===== src/rtl/lzw_code_packer.sv =====
// lzw_code_packer: packs fixed-width LZW codes LSB-first into a byte stream.
// Bytes leave on a ready/valid handshake. End-of-stream zero-pads and
// flushes the final partial byte, then raises a one-cycle completion pulse.
module lzw_code_packer #(
  parameter int CODE_W = 12
) (
  input  logic              CLK66,
  input  logic              RST_N,
  input  logic [CODE_W-1:0] CODE_IN,
  input  logic              CODE_VLD,
  output logic              CODE_RDY,
  input  logic              FLUSH,
  output logic [7:0]        BYTE_OUT,
  output logic              BYTE_VLD,
  input  logic              BYTE_RDY,
  output logic              PACK_DONE,
  output logic [15:0]       BYTE_CNT
);

  localparam int         ACC_W   = CODE_W + 7;
  localparam logic [4:0] CODE_W5 = 5'(CODE_W);

  typedef enum logic [1:0] {
    S_RUN  = 2'd0,
    S_FLSH = 2'd1,
    S_DONE = 2'd2
  } state_t;

  state_t           r_state;
  state_t           w_next_state;
  logic [ACC_W-1:0] r_acc;
  logic [4:0]       r_cnt;
  logic             r_fp;
  logic [15:0]      r_byte_cnt;

  logic             w_accept;
  logic             w_emit;
  logic             w_fp_eff;
  logic             w_enter_flsh;
  logic [ACC_W-1:0] w_code_ext;

  // Zero-extend the code to accumulator width before it is shifted into place.
  assign w_code_ext = {{7{1'b0}}, CODE_IN};

  // A flush request counts as pending in the very cycle FLUSH arrives so an
  // empty or partial stream can start draining immediately.
  assign w_fp_eff     = r_fp || FLUSH;
  assign w_accept     = CODE_VLD && CODE_RDY;
  assign w_emit       = BYTE_VLD && BYTE_RDY;
  assign w_enter_flsh = (r_state == S_RUN) && (w_next_state == S_FLSH);

  assign BYTE_OUT = r_acc[7:0];
  assign BYTE_CNT = r_byte_cnt;

  // State register.
  always_ff @(posedge CLK66 or negedge RST_N) begin
    if (!RST_N) begin
      r_state <= S_RUN;
    end else begin
      r_state <= w_next_state;
    end
  end

  // Next-state logic: leave RUN once every full byte is out and a flush is pending.
  always_comb begin
    w_next_state = r_state;
    case (r_state)
      S_RUN: begin
        if (w_fp_eff && (r_cnt < 5'd8)) begin
          w_next_state = S_FLSH;
        end else begin
          w_next_state = S_RUN;
        end
      end
      S_FLSH: begin
        if (r_cnt == 5'd0) begin
          w_next_state = S_DONE;
        end else begin
          w_next_state = S_FLSH;
        end
      end
      S_DONE: begin
        w_next_state = S_RUN;
      end
      default: begin
        w_next_state = S_RUN;
      end
    endcase
  end

  // Output decode from registered state only; no input reaches an output.
  always_comb begin
    CODE_RDY  = 1'b0;
    BYTE_VLD  = 1'b0;
    PACK_DONE = 1'b0;
    case (r_state)
      S_RUN: begin
        CODE_RDY = (r_cnt < 5'd8) && !r_fp;
        BYTE_VLD = (r_cnt >= 5'd8);
      end
      S_FLSH: begin
        BYTE_VLD = (r_cnt != 5'd0);
      end
      S_DONE: begin
        PACK_DONE = 1'b1;
      end
      default: begin
        CODE_RDY  = 1'b0;
        BYTE_VLD  = 1'b0;
        PACK_DONE = 1'b0;
      end
    endcase
  end

  // Flush-pending flag: set by FLUSH while running, cleared on entry to flush.
  always_ff @(posedge CLK66 or negedge RST_N) begin
    if (!RST_N) begin
      r_fp <= 1'b0;
    end else if (w_enter_flsh) begin
      r_fp <= 1'b0;
    end else if (FLUSH && (r_state == S_RUN)) begin
      r_fp <= 1'b1;
    end else begin
      r_fp <= r_fp;
    end
  end

  // Accumulator, bit count and byte counter. Accept needs CNT<8 and RUN-mode
  // emit needs CNT>=8, so the two branches never compete for the same cycle.
  always_ff @(posedge CLK66 or negedge RST_N) begin
    if (!RST_N) begin
      r_acc      <= '0;
      r_cnt      <= 5'd0;
      r_byte_cnt <= 16'd0;
    end else if (r_state == S_DONE) begin
      r_acc      <= '0;
      r_cnt      <= 5'd0;
      r_byte_cnt <= 16'd0;
    end else if (w_accept) begin
      r_acc      <= r_acc | (w_code_ext << r_cnt);
      r_cnt      <= r_cnt + CODE_W5;
      r_byte_cnt <= r_byte_cnt;
    end else if (w_emit) begin
      r_acc      <= r_acc >> 8;
      r_cnt      <= (r_cnt >= 5'd8) ? (r_cnt - 5'd8) : 5'd0;
      r_byte_cnt <= r_byte_cnt + 16'd1;
    end else begin
      r_acc      <= r_acc;
      r_cnt      <= r_cnt;
      r_byte_cnt <= r_byte_cnt;
    end
  end

endmodule


===== config.mk =====
export PLATFORM = sky130hd
export DESIGN_NAME = lzw_code_packer
export DESIGN_NICKNAME = d
export VERILOG_FILES = /design/src/rtl/lzw_code_packer.sv
export SDC_FILE = /design/constraint.sdc
export NUM_CORES = 1
export LEC_CHECK = 0
export CORE_MARGIN = 5
export CORE_UTILIZATION = 40
export DETAILED_ROUTE_END_ITERATION = 12
export PLACE_DENSITY = 0.63
export REMOVE_ABC_BUFFERS = 1
export SLEW_MARGIN = 20
export SYNTH_ARGS = -nofsm -noshare
export SYNTH_HDL_FRONTEND = slang
export SYNTH_SLANG_ARGS = --single-unit

===== constraint.sdc =====
create_clock -name CLK66 -period 6.9 [get_ports CLK66]
set_clock_uncertainty 0.15 [all_clocks]
set_input_delay 1.38 -clock CLK66 [delete_from_list [all_inputs] [get_ports CLK66]]
set_output_delay 1.38 -clock CLK66 [all_outputs]
set_load 0.005 [all_outputs]

After elaboration in Yosys (flattened, before gate mapping)
Index checks and enable logic that the tools add are counted.
Storage, ports and cells
  input port bits: 17
  bits in registers: 43
  word-level logic and storage cells: 49
  output and inout bits: 27
Operators by class
  reductions and logical operators: 15
  add/subtract/negate cells: 3
  order comparisons: 2
  shift-type cells: 1
  multiplexer cells: 18
  bitwise operators: 1
  eq/ne operators: 4
Operator list (number)
  19-bit 2-to-1 mux: 3
  16-bit 2-to-1 mux: 3
  5-bit 2-to-1 mux: 4
  19-bit bitwise OR: 1
  12-bit by 5-bit << shifter with 19-bit output: 1
  16-bit by 1-bit adder with 16-bit output, second input constant: 1
  1-bit logical AND: 6
  5-bit by 4-bit adder with 5-bit output, second input constant: 1
  5-bit by 4-bit greater-or-equal comparator with 1-bit output, second input constant: 1
  5-bit logical NOT: 1
  5-bit by 4-bit < comparator with 1-bit output, second input constant: 1
  1-bit 2-to-1 mux: 5
  5-bit nonzero test: 1
  5-bit by 4-bit subtractor with 5-bit output, second input constant: 1
  2-bit by 1-bit equality test with 1-bit output, second input constant: 2
  2-bit one-hot mux with 2 select lines: 1
  2-bit nonzero test: 2
  3-bit nonzero test: 1
  2-bit equality test, second input constant: 1
  2-bit logical NOT: 1
  2-bit 2-to-1 mux: 1
  2-bit by 1-bit inequality test with 1-bit output, second input constant: 1
  1-bit one-hot mux with 2 select lines: 1
  2-bit AND reduction: 1
  2 further kinds: 2

Logic depth before layout (Yosys ltp)
  word-level depth: 7
  mapped depth: 9
  depth with buffers taken out: 6

Worst setup path before layout
No wires, ideal clock.
  path type: register -> output
  from: reg r_cnt[2]
  to: out BYTE_VLD
  setup slack: 3720 ps
  data arrival time: 1650 ps
  path buffers: 3
  data required time: 5370 ps
  cell stages (with the launch flop): 9
  cells stage by stage: dfrtp_1 clkbuf_1 inv_1 ha_1 nand2_1 a21oi_1 clkbuf_1 clkbuf_1 nor2_1
On the way
  cells in the longest elaborated chain, start to end: 2
  elaborated cells on any way between the ends: 3
  classes of those cells: 1 x order compare; 1 x mux; 1 x reduce/logical
Ends and longest elaborated chain
  start, declared: line 32  | logic [4:0] r_cnt;
  start signal, assigned: line 141  | r_cnt <= r_cnt + CODE_W5;
  start signal, assigned: line 145  | r_cnt <= (r_cnt >= 5'd8) ? (r_cnt - 5'd8) : 5'd0;
  start signal, assigned: line 149  | r_cnt <= r_cnt;
  5-bit by 4-bit greater-or-equal comparator with 1-bit output or 5-bit nonzero test (tied branches): line 99, 102
  1-bit one-hot mux with 2 select lines (*): line 96  | case (r_state)
  end, declared: line 14  | output logic BYTE_VLD,
Every way passes the cells marked *; elsewhere a longest branch is shown, timed or not.

Worst setup path after layout
  from: reg r_state[1]
  to: out PACK_DONE
On the way
  cells in the longest elaborated chain, start to end: 2
Ends and longest elaborated chain
  start, declared: line 29  | state_t r_state;
  start signal, assigned: line 60  | r_state <= w_next_state;
  2-bit equality test: line 96
  1-bit 2-to-1 mux: line 96
  end, declared: line 16  | output logic PACK_DONE,
No other way between the ends.

==> results.sh <==
export IMPL_dp_hpwl_um=3480
export IMPL_start_util_pct=40.4
export IMPL_drcViolationCount=0
export IMPL_slowest_stage="or2b_1"
export IMPL_power_leakage_nw=1.11
export IMPL_synthesis_area_sq_um=2180
export IMPL_r2r_start="r_cnt[2]"
export IMPL_cts_tree="built"
export IMPL_synth_edf_count=0
export IMPL_tns_ns=0
export IMPL_grt_pass1_wl_um=8490
export IMPL_clock_path_buffers=2
export IMPL_setup_viol=0
export IMPL_grt_start_max_net_pins=42
export IMPL_clk_pin_slew_ns=0.08
export IMPL_fin_total_pwr_w=0.00109
export IMPL_vias_per_cell=5.72
export IMPL_via_count=1869
export IMPL_utilization_pct=49.7
export IMPL_ys_warn_count=0
export IMPL_rsz0062_at_grt="false"
export IMPL_synthDistinctLibCells=37
export IMPL_grt_pass1_vias=1747
export IMPL_antenna_found_initial=0
export IMPL_worstMarginPinSlew_ns=0.937
export IMPL_cp_data_required_time_ns=5.37
export IMPL_cts_buffers_inserted=5
export IMPL_row_count=27
export IMPL_crit_arrival_ns=2.49
export IMPL_fin_crit_sh_pct=58.3
export IMPL_io_buffers=43
export IMPL_async_flop_share_pct=100
export IMPL_cp_max_fo=26
export IMPL_die_w_um=83.9
export IMPL_peakVddDrop_v=0.000196
export IMPL_ys_flop_type="dfrtp_1"
export IMPL_grt_overflow_total=0
export IMPL_worstSetupEndpointType="output port"
export IMPL_drive_gt1_share_pct=8.63
export IMPL_worstSetupPathType="reg -> out"
export IMPL_slew_violations=0
export IMPL_whs_ns=0.357
export IMPL_drtAntennaViolNets=0
export IMPL_yosysSeqAreaShare_pct=47.0
export IMPL_holdBufCountCts=0
export IMPL_setup_slack_ns=2.88
export IMPL_worstHoldStart="r_acc[11]"
export IMPL_boundaryPins=44
export IMPL_drv_cap=0
export IMPL_chipHeight_um=83.9
export IMPL_fmax_mhz=249
export IMPL_hold_violations=0
export IMPL_r2r_setup_slack_ns=4.17
export IMPL_route_detailed_wl_per_inst_um=15.8
export IMPL_critPathMaxStageDelay_ns=0.74
export IMPL_nNetsFinal=274
export IMPL_worstSetupStartpointType="flip-flop"
export IMPL_place_congestion=0.757
export IMPL_synth_avg_cell_area_sq_um=9.62
export IMPL_grt_usage_pct=14.6
export IMPL_status="finished, final reports clean"
export IMPL_area_delta_synth_final_pct=22.9
export IMPL_min_period_ns=4.02
export IMPL_post_cts_buffers=0
export IMPL_worstHoldEndpoint="r_acc[11]"
export IMPL_insertion_delay_ns=0.29
export IMPL_synth_cells=227
export IMPL_crit_chain="or2b_1 > inv_1 > clkdlybuf4s50_1"
export IMPL_core_area_sq_um=5410
export IMPL_hold_path_depth=2
export IMPL_first_pass_iters=4
export IMPL_cts_sinks=41
export IMPL_hp_class="reg -> reg"
export IMPL_power_density_nw_per_um2=404
export IMPL_die_area_sq_um=7040
export IMPL_htreeDepth=2
export IMPL_ys_ff_latch=41
export IMPL_drtIter0Drc=125
export IMPL_finalWirelength_um=5160
export IMPL_diodes=0
export IMPL_pre_cts_ws_ns=3.12
export IMPL_worstReg2RegEnd="r_cnt[3]"
export IMPL_clockRootBuffer="clkbuf_8"
export IMPL_ctsResizeCount=0
export IMPL_r2r_cells=7
export IMPL_slew_headroom_pct=37.6
==> routing by layer <==
layer / up-vias / part of all wire (%) / track usage, %
met5: - / 0 / 0
met4: 0 / 0.89 / 3.51
met3: 5 / 4.6 / 3.95
met2: 44 / 45 / 22.6
met1: 916 / 49 / 20.2
li1: 904 / - / -
==> state kept, by name, indices dropped and copies added (netlist names) <==
signal	cells
r_cnt	3
BYTE_CNT	16
r_fp	1
r_state	2
r_acc	19
==> how the worst max path moves through the flow <==
stage	startpoint	end	slack, ns	cells after the start
after global placement	BYTE_RDY	BYTE_CNT[10]	3.12	5
after global routing	r_state[1]	PACK_DONE	2.73	3
after floorplan	r_cnt[2]	BYTE_VLD	3.04	5
after CTS	r_state[1]	PACK_DONE	2.87	3
final	r_state[1]	PACK_DONE	2.88	3
after detailed placement	BYTE_RDY	BYTE_CNT[10]	3.12	5
==> where the power goes <==
part | internal [W] | switching (W) | leakage (nW) | total (W)
registers | 0.000319 | 0.0000901 | 0.538 | 0.000409
clock network | 0.0000905 | 0.0000830 | 0.0542 | 0.000173
logic | 0.000249 | 0.000254 | 0.518 | 0.000503
total | 0.000658 | 0.000427 | 1.11 | 0.00109
==> worst max-delay path: cells and delay by family, from the launching register on <==
kind | cells | cell delay, ns
buf+inv | 2 | 1.00
flops | 1 | 0.45
simple gates | 1 | 0.74
==> cell type report <==
cell class / instances / area (sq um)
fillers: 529 / 2720
inverters: 4 / 15.0
multi-input cells: 158 / 1020
clock inverters: 1 / 5.00
flip-flops and latches: 41 / 1030
repair buffers: 44 / 433
well taps: 72 / 90.1
clock buffers: 7 / 96.3
==> cells by family (layout without fill, tap and decap cells) <==
logic type	Yosys count	after routing	synth area share, %
simple gates	75	75	18.8
mux	12	12	5.50
compound gates	68	68	20.5
buf+inv	28	56	6.53
fa+ha+maj	3	3	1.72
flops	41	41	47.0
==> metrics by stage <==
step / cell area [sq um] / instances
floorplan: 2060 / 203
global placement: 2580 / 319
detailed placement: 2580 / 319
CTS: 2690 / 327
global route: 2690 / 327
finish: 2690 / 327
==> synth_stat cells (all sizes together) (8+ instances only) <==
cell	instances	area, sq um
mux2i	12	120
nand3	10	50.1
o31ai	8	60.1
clkbuf	15	56.3
o21ai	11	55.1
a21oi	21	105
dfrtp	41	1030
nand2	13	48.8
buf	9	71.3
nor2	11	41.3
==> layout by cell type (no fill, tap or decap), types with 2 or more instances in the layout <==
master,count
clkbuf_8,7
nor2b_1,2
inv_1,4
nor3_1,2
o31ai_1,8
o311ai_0,2
a21oi_1,20
o221a_2,7
and3_1,5
dfrtp_1,41
nand4_1,4
nand2b_1,4
o22ai_1,7
ha_1,3
nand2_1,13
or2_2,3
mux2i_1,12
clkdlybuf4s50_1,42
nor4_1,4
a31oi_1,7
or4_1,5
nor2_1,11
o41ai_1,2
or3_1,6
nand3_1,10
o21ai_0,10
Note: power is estimated with default switching activity, not from simulation.
